===== src/rtl/led_fader_if.sv =====
// Pin-side bundle of the LED fader: enable and target in, PWM drive and status out.
interface led_fader_if #(
    parameter int LEVELS = 64
);
    logic                        en;
    logic                        led_in;
    logic                        led_out;
    logic [$clog2(LEVELS+1)-1:0] level;
    logic                        busy;

    modport master (output en, output led_in, input led_out, input level, input busy);
    modport slave  (input en, input led_in, output led_out, output level, output busy);
endinterface


===== src/rtl/led_fader.sv =====
// LED fader: ramps brightness linearly between dark and full on and drives the pad with PWM.
// Define LED_FADER_GAMMA_EN for a quadratic duty curve (duty = level^2 over a LEVELS^2 frame).
module led_fader #(
    parameter int CLK_FREQ_KHz = 50000,
    parameter int PWM_FREQ_Hz  = 1000,
    parameter int LEVELS       = 64,
    parameter int FADE_MS      = 100
) (
    input  logic       clk,
    input  logic       rst_n,
    led_fader_if.slave bus
);
    localparam int LW = $clog2(LEVELS + 1);
`ifdef LED_FADER_GAMMA_EN
    localparam int PWM_MAX = LEVELS * LEVELS;
    localparam int DW      = 2 * LW;
`else
    localparam int PWM_MAX = LEVELS;
    localparam int DW      = LW;
`endif
    localparam int PRE_RAW   = (CLK_FREQ_KHz * 1000) / (PWM_FREQ_Hz * PWM_MAX);
    localparam int PRESCALE  = (PRE_RAW < 1) ? 1 : PRE_RAW;
    localparam int STEP_RAW  = (CLK_FREQ_KHz * FADE_MS) / LEVELS;
    localparam int STEP_CLKS = (STEP_RAW < 1) ? 1 : STEP_RAW;
    localparam int PW        = (PRESCALE > 1) ? $clog2(PRESCALE) : 1;
    localparam int CW        = $clog2(PWM_MAX);
    localparam int TW        = (STEP_CLKS > 1) ? $clog2(STEP_CLKS) : 1;

    localparam logic [PW-1:0] PRE_LAST = PW'(PRESCALE - 1);
    localparam logic [CW-1:0] CNT_LAST = CW'(PWM_MAX - 1);
    localparam logic [TW-1:0] TMR_LAST = TW'(STEP_CLKS - 1);
    localparam logic [LW-1:0] LV_MAX   = LW'(LEVELS);

    typedef enum logic [1:0] {OFF, RISE, ON, FALL} state_t;

    state_t        state_q, state_d;
    logic [LW-1:0] level_q, level_d;
    logic [TW-1:0] tmr_q, tmr_d;
    logic [PW-1:0] pre_q, pre_d;
    logic [CW-1:0] pwm_cnt_q, pwm_cnt_d;
    logic          led_out_q, led_out_d;
    logic          busy_q, busy_d;
    logic          step_tick;
    logic          pre_wrap;

    // Saturating one-step move of the brightness level.
    function automatic logic [LW-1:0] step_level(input logic [LW-1:0] lvl, input logic up);
        if (up) return (lvl >= LV_MAX) ? LV_MAX : lvl + 1'b1;
        return (lvl == '0) ? '0 : lvl - 1'b1;
    endfunction

    function automatic logic [DW-1:0] duty_of(input logic [LW-1:0] lvl);
`ifdef LED_FADER_GAMMA_EN
        return DW'(lvl) * DW'(lvl);
`else
        return lvl;
`endif
    endfunction

    // PWM timebase runs regardless of enable; only the pad drive is gated.
    always_comb begin
        pre_d     = pre_q;
        pwm_cnt_d = pwm_cnt_q;
        pre_wrap  = (pre_q == PRE_LAST);
        pre_d     = pre_wrap ? '0 : pre_q + 1'b1;
        if (pre_wrap) pwm_cnt_d = (pwm_cnt_q == CNT_LAST) ? '0 : pwm_cnt_q + 1'b1;
        led_out_d = bus.en & (DW'(pwm_cnt_q) < duty_of(level_q));
    end

    // Direction is settled first so a coinciding tick steps the new way.
    always_comb begin
        state_d   = state_q;
        level_d   = level_q;
        tmr_d     = tmr_q;
        step_tick = 1'b0;
        if (bus.en) begin
            step_tick = (tmr_q == TMR_LAST);
            tmr_d     = step_tick ? '0 : tmr_q + 1'b1;
            case (state_q)
                OFF:     if (bus.led_in)  state_d = RISE;
                ON:      if (!bus.led_in) state_d = FALL;
                RISE:    if (!bus.led_in) state_d = FALL;
                FALL:    if (bus.led_in)  state_d = RISE;
                default: state_d = OFF;
            endcase
            if (step_tick && state_d == RISE) begin
                level_d = step_level(level_q, 1'b1);
                if (level_d == LV_MAX) state_d = ON;
            end else if (step_tick && state_d == FALL) begin
                level_d = step_level(level_q, 1'b0);
                if (level_d == '0) state_d = OFF;
            end
        end
        busy_d = (state_d == RISE) || (state_d == FALL);
    end

    always_ff @(posedge clk or negedge rst_n) begin
        if (!rst_n) begin
            state_q   <= OFF;
            level_q   <= '0;
            tmr_q     <= '0;
            pre_q     <= '0;
            pwm_cnt_q <= '0;
            led_out_q <= 1'b0;
            busy_q    <= 1'b0;
        end else begin
            state_q   <= state_d;
            level_q   <= level_d;
            tmr_q     <= tmr_d;
            pre_q     <= pre_d;
            pwm_cnt_q <= pwm_cnt_d;
            led_out_q <= led_out_d;
            busy_q    <= busy_d;
        end
    end

    assign bus.led_out = led_out_q;
    assign bus.level   = level_q;
    assign bus.busy    = busy_q;
endmodule


===== src/flat_wrapper.sv =====
// flat-port wrapper written by rule: the top's interface ports become plain ports
module led_fader_flat 
#(
    parameter int CLK_FREQ_KHz = 50000,
    parameter int PWM_FREQ_Hz  = 1000,
    parameter int LEVELS       = 64,
    parameter int FADE_MS      = 100
)
  (clk, rst_n, bus_en, bus_led_in, bus_led_out, bus_level, bus_busy);
  led_fader_if #(.LEVELS(LEVELS)) bus_i ();
  input  logic clk;
  input  logic rst_n;
  input wire logic [$bits(bus_i.en)-1:0] bus_en;
  input wire logic [$bits(bus_i.led_in)-1:0] bus_led_in;
  output wire logic [$bits(bus_i.led_out)-1:0] bus_led_out;
  output wire logic [$bits(bus_i.level)-1:0] bus_level;
  output wire logic [$bits(bus_i.busy)-1:0] bus_busy;
  assign bus_i.en = bus_en;
  assign bus_i.led_in = bus_led_in;
  assign bus_led_out = bus_i.led_out;
  assign bus_level = bus_i.level;
  assign bus_busy = bus_i.busy;
  led_fader #(.CLK_FREQ_KHz(CLK_FREQ_KHz), .PWM_FREQ_Hz(PWM_FREQ_Hz), .LEVELS(LEVELS), .FADE_MS(FADE_MS)) u_core (.clk(clk), .rst_n(rst_n), .bus(bus_i));
endmodule

===== config.mk =====
export PLATFORM = sky130hd
export DESIGN_NAME = led_fader_flat
export DESIGN_NICKNAME = d
export VERILOG_FILES = /design/src/rtl/led_fader_if.sv /design/src/rtl/led_fader.sv /design/src/flat_wrapper.sv
export SDC_FILE = /design/constraint.sdc
export NUM_CORES = 1
export LEC_CHECK = 0
export ABC_AREA = 0
export BUFFER_PORTS_ARGS = -buffer_cell sky130_fd_sc_hd__buf_4
export CORE_MARGIN = 2
export CORE_UTILIZATION = 53
export CTS_BUF_LIST = sky130_fd_sc_hd__clkbuf_8
export DETAILED_ROUTE_END_ITERATION = 10
export PLACE_DENSITY = 0.7
export REMOVE_ABC_BUFFERS = 1
export SLEW_MARGIN = 10
export SYNTH_ARGS = -nofsm -noshare
export SYNTH_HDL_FRONTEND = slang
export SYNTH_SLANG_ARGS = --single-unit

===== constraint.sdc =====
create_clock -name clk -period 3.3 [get_ports clk]
set_clock_uncertainty 0.15 [all_clocks]
set_input_delay 0.33 -clock clk [delete_from_list [all_inputs] [get_ports clk]]
set_output_delay 0.33 -clock clk [all_outputs]
set_load 0.005 [all_outputs]

==> flow_summary.toml <==
[run_status]
outcome = "finished clean"

[critical_path]
critPathMaxFanout = 10
critical_path.cell_chain = "inv_1 > ha_1 > nor4bb_1 > nand4_1 > a211o_1 > a21boi_0 > a22oi_1"
timing.reg2reg.setup_slack_ns = 0.85
cpMaxStageDelayCell = "dfrtp_1"
critical_path.startpoint_type = "flop"
setup.worst_path.end_class = "flop"
criticalPathCategory = "flop to flop"
combined_buffer_and_inverter_count_along_the_critical_path = 1
worst-endpoint-required_ns = 3.32
slowest_cell_delay_on_critical_path_ns = 0.50
cpLargestDelayFamily = "compound AO/OA/AOI/OAI gates"
worst-endpoint-arrival_ns = 2.47

[route]
detail_route.wl_per_cell_um = 14.43
drtIter0Drc = 164
routed_vias_inst = 5.753
drc = 0
antenna_left = 0
detail_route.first_pass.iterations = 4
dr_total_vias = 2077
finalWirelength_um = 5210

[synth]
post_synthesis_mean_instance_area_um2 = 9.295
yosys_register_bits = 43
synthesis.instances = 282
post_synth_main_area_contributors = "dfrtp_1 41%, ha_1 6.2%, xnor2_1 4.3%"
netlist_area_mm2 = 0.002621
synth.top_cell.area_share = 0.4105
synth_seq_area_share = 0.4105
yosysWarningCount = 0
yosys.area.top_type = "dfrtp_1"
asyncSetResetFlopFracSynth = 1.000
synthDistinctLibCells = 54
synth_enable_flop_cells = 0
synth-main-ff-cell = "dfrtp_1"

[floorplan]
fp.dieArea_mm2 = 0.005524
initial_utilization = 0.5513
die_width_um = 74.33
core_box_area_mm2 = 0.004755
die_h_um = 74.33
row_count = 25
io_pins = 13

[layout]
mostFrequentLayoutCell = "dfrtp_1"
syn2layout_area_growth_pct = 8.878
fillerInstances = 423
fraction_of_final_layout_cells_sized_beyond_drive_strength_1 = 0.1088
antenna_cells_inserted = 0
commonest_cells_after_routing_fill_and_taps_aside = "43 x dfrtp_1, 28 x nand2_1, 26 x nor2_1"
final_nets = 310

[placed_design]
detailedPlacementHpwl_um = 3646
globalplace.congestion = 0.9365
numPortBuffers = 12

[timing]
totalNegativeSetupSlack_ns = 0
rsz0062_at_grt = "no"
setup_violations = 0
worst_slew_margin_rel = 0.4038
count_of_pins_over_their_slew_limit = 0
finalHoldViolCount = 0
maximum_clock_rate_mhz = 408.0
final.min_clock_period_ns = 2.451
worstMarginPinSlew_ns = 0.8862
layout_worst_path_cycle_share = 0.7427

[global_route]
antenna_found_initial = 0
grt_pass1_wl_um = 9149
grt_pass1_vias = 1963
largest_net_degree_at_the_start_of_global_routing = 44
grt_util_all_layers = 0.2140
grt_overflow_total = 0

[pwr]
power.static_leakage_nw = 1.232
power_total_w = 0.001119
peakVddDrop_uv = 240.5
p_per_area_mw_per_mm2 = 392.1

[clock_tree]
cts.reportedPaths.clkPinSlew_ns = 0.08
tritoncts_num_sinks = 43
cts.htree.levels = 2
post-cts-setup-buffer-count = 0
cts_inserted_buffers = 5
root_buffer = "clkbuf_8"
clk_latency_ns = 0.29
cts_tree = "built"
maximum_buffer_depth_of_the_clock_tree = 2

[flow_run]
drv.max_cap_violation_count = 0

[hold_path]
worst_hold_path_type = "input port to flop"
power by group:
group,leakage [nW],switching [W],internal [W]
Clock,0.0612,0.000177,0.000245
Combinational,0.614,0.0000576,0.0000367
Sequential,0.557,0.0000436,0.000559
Total,1.23,0.000279,0.000840
path summary, 6_finish.rpt:
kind,cells past startpoint,end,from
worst max register to register,7,flop,u_core.bus.level[0]
worst min register to register,1,u_core.tmr_q[15],u_core.tmr_q[15]
min in group asynchronous,2,u_core.bus.level[5],rst_n
max in group asynchronous,2,u_core.tmr_q[15],rst_n
worst max-delay path,7,flop,u_core.bus.level[0]
worst min-delay path,3,flop,bus_led_in
Yosys cell counts (all sizes together) (2+ instances only):
cell type	instances
mux2i	3
ha	13
a21o	2
o21ai	13
nor4	5
a22o	2
dfrtp	43
nand4	10
inv	16
buf	4
nor2	26
a31oi	4
nand3	13
o31ai	7
nand2b	2
nand2	28
and2	5
or2	2
nor3b	2
and3	3
nor2b	4
a21oi	10
clkbuf	5
and4	3
nor3	8
xnor2	13
o22ai	2
a21boi	2
or3	5
xor2	10
and4bb	2
nor4b	2
state kept, by name, indices dropped and copies added, names as in the netlist, named ones only:
signal / flops
u_core.bus.led_out: 1
u_core.bus.level: 7
u_core.pre_q: 10
u_core.pwm_cnt_q: 6
u_core.tmr_q: 17
cell type report:
type                    count  area [um^2]  share of cell area
multi-input cells         214         1416              0.4963
flip-flops and latches     43         1076              0.3770
repair buffers             13        100.1             0.03507
well taps                  67        83.83             0.02937
clock buffers               6        82.58             0.02893
inverters                  16        60.06             0.02104
clock inverters             2        35.03             0.01228
worst reg2reg max path, stage by stage (launching register included):
cell	delay (ns)
dfrtp_1	0.50
inv_1	0.13
ha_1	0.35
nor4bb_1	0.31
nand4_1	0.16
a211o_1	0.31
a21boi_0	0.28
a22oi_1	0.14
layer usage:
metal / wire length (um) / vias up / global-route usage
li1: - / 1025 / -
met1: 2542 / 982 / 0.3040
met2: 2299 / 58 / 0.3234
met3: 241 / 12 / 0.04201
met4: 127 / 0 / 0.08532
met5: 0 / - / 0
timing repair:
| action | in CTS | in global routing |
|---|---|---|
| endpoints found under the hold margin | 43 | 0 |
| gates resized for setup | 0 | 0 |
| hold buffers | 1 | 0 |
logic make-up after synthesis:
kind of cell	after synthesis	share of synthesized area
adder cells (fa/ha/maj)	13	0.06205
AO/OA/AOI/OAI	51	0.1265
XOR/XNOR	23	0.07685
AND/OR/NAND/NOR	124	0.2635
buffers and inverters	25	0.04916
multiplexers	3	0.01146
flip-flops	43	0.4105
stage by stage:
| step | setup slack (ns) | cells | area, um^2 | util | hold WS (ns) |
|---|---|---|---|---|---|
| 5_1_grt | 0.6541 | 361 | 2854 | 0.6003 | 0.2010 |
| 6_report | 0.8492 | 361 | 2854 | 0.6003 | 0.2124 |
| 4_1_cts | 0.8369 | 361 | 2854 | 0.6003 | 0.1975 |
| 2_1_floorplan | 1.074 | 273 | 2552 | - | -0.1156 |
| 3_5_place_dp | 0.8531 | 352 | 2726 | 0.5734 | 0.2120 |
| 3_3_place_gp | 0.9642 | 352 | 2726 | 0.5734 | 0.2061 |
Note: power is estimated with default switching activity, not from simulation.
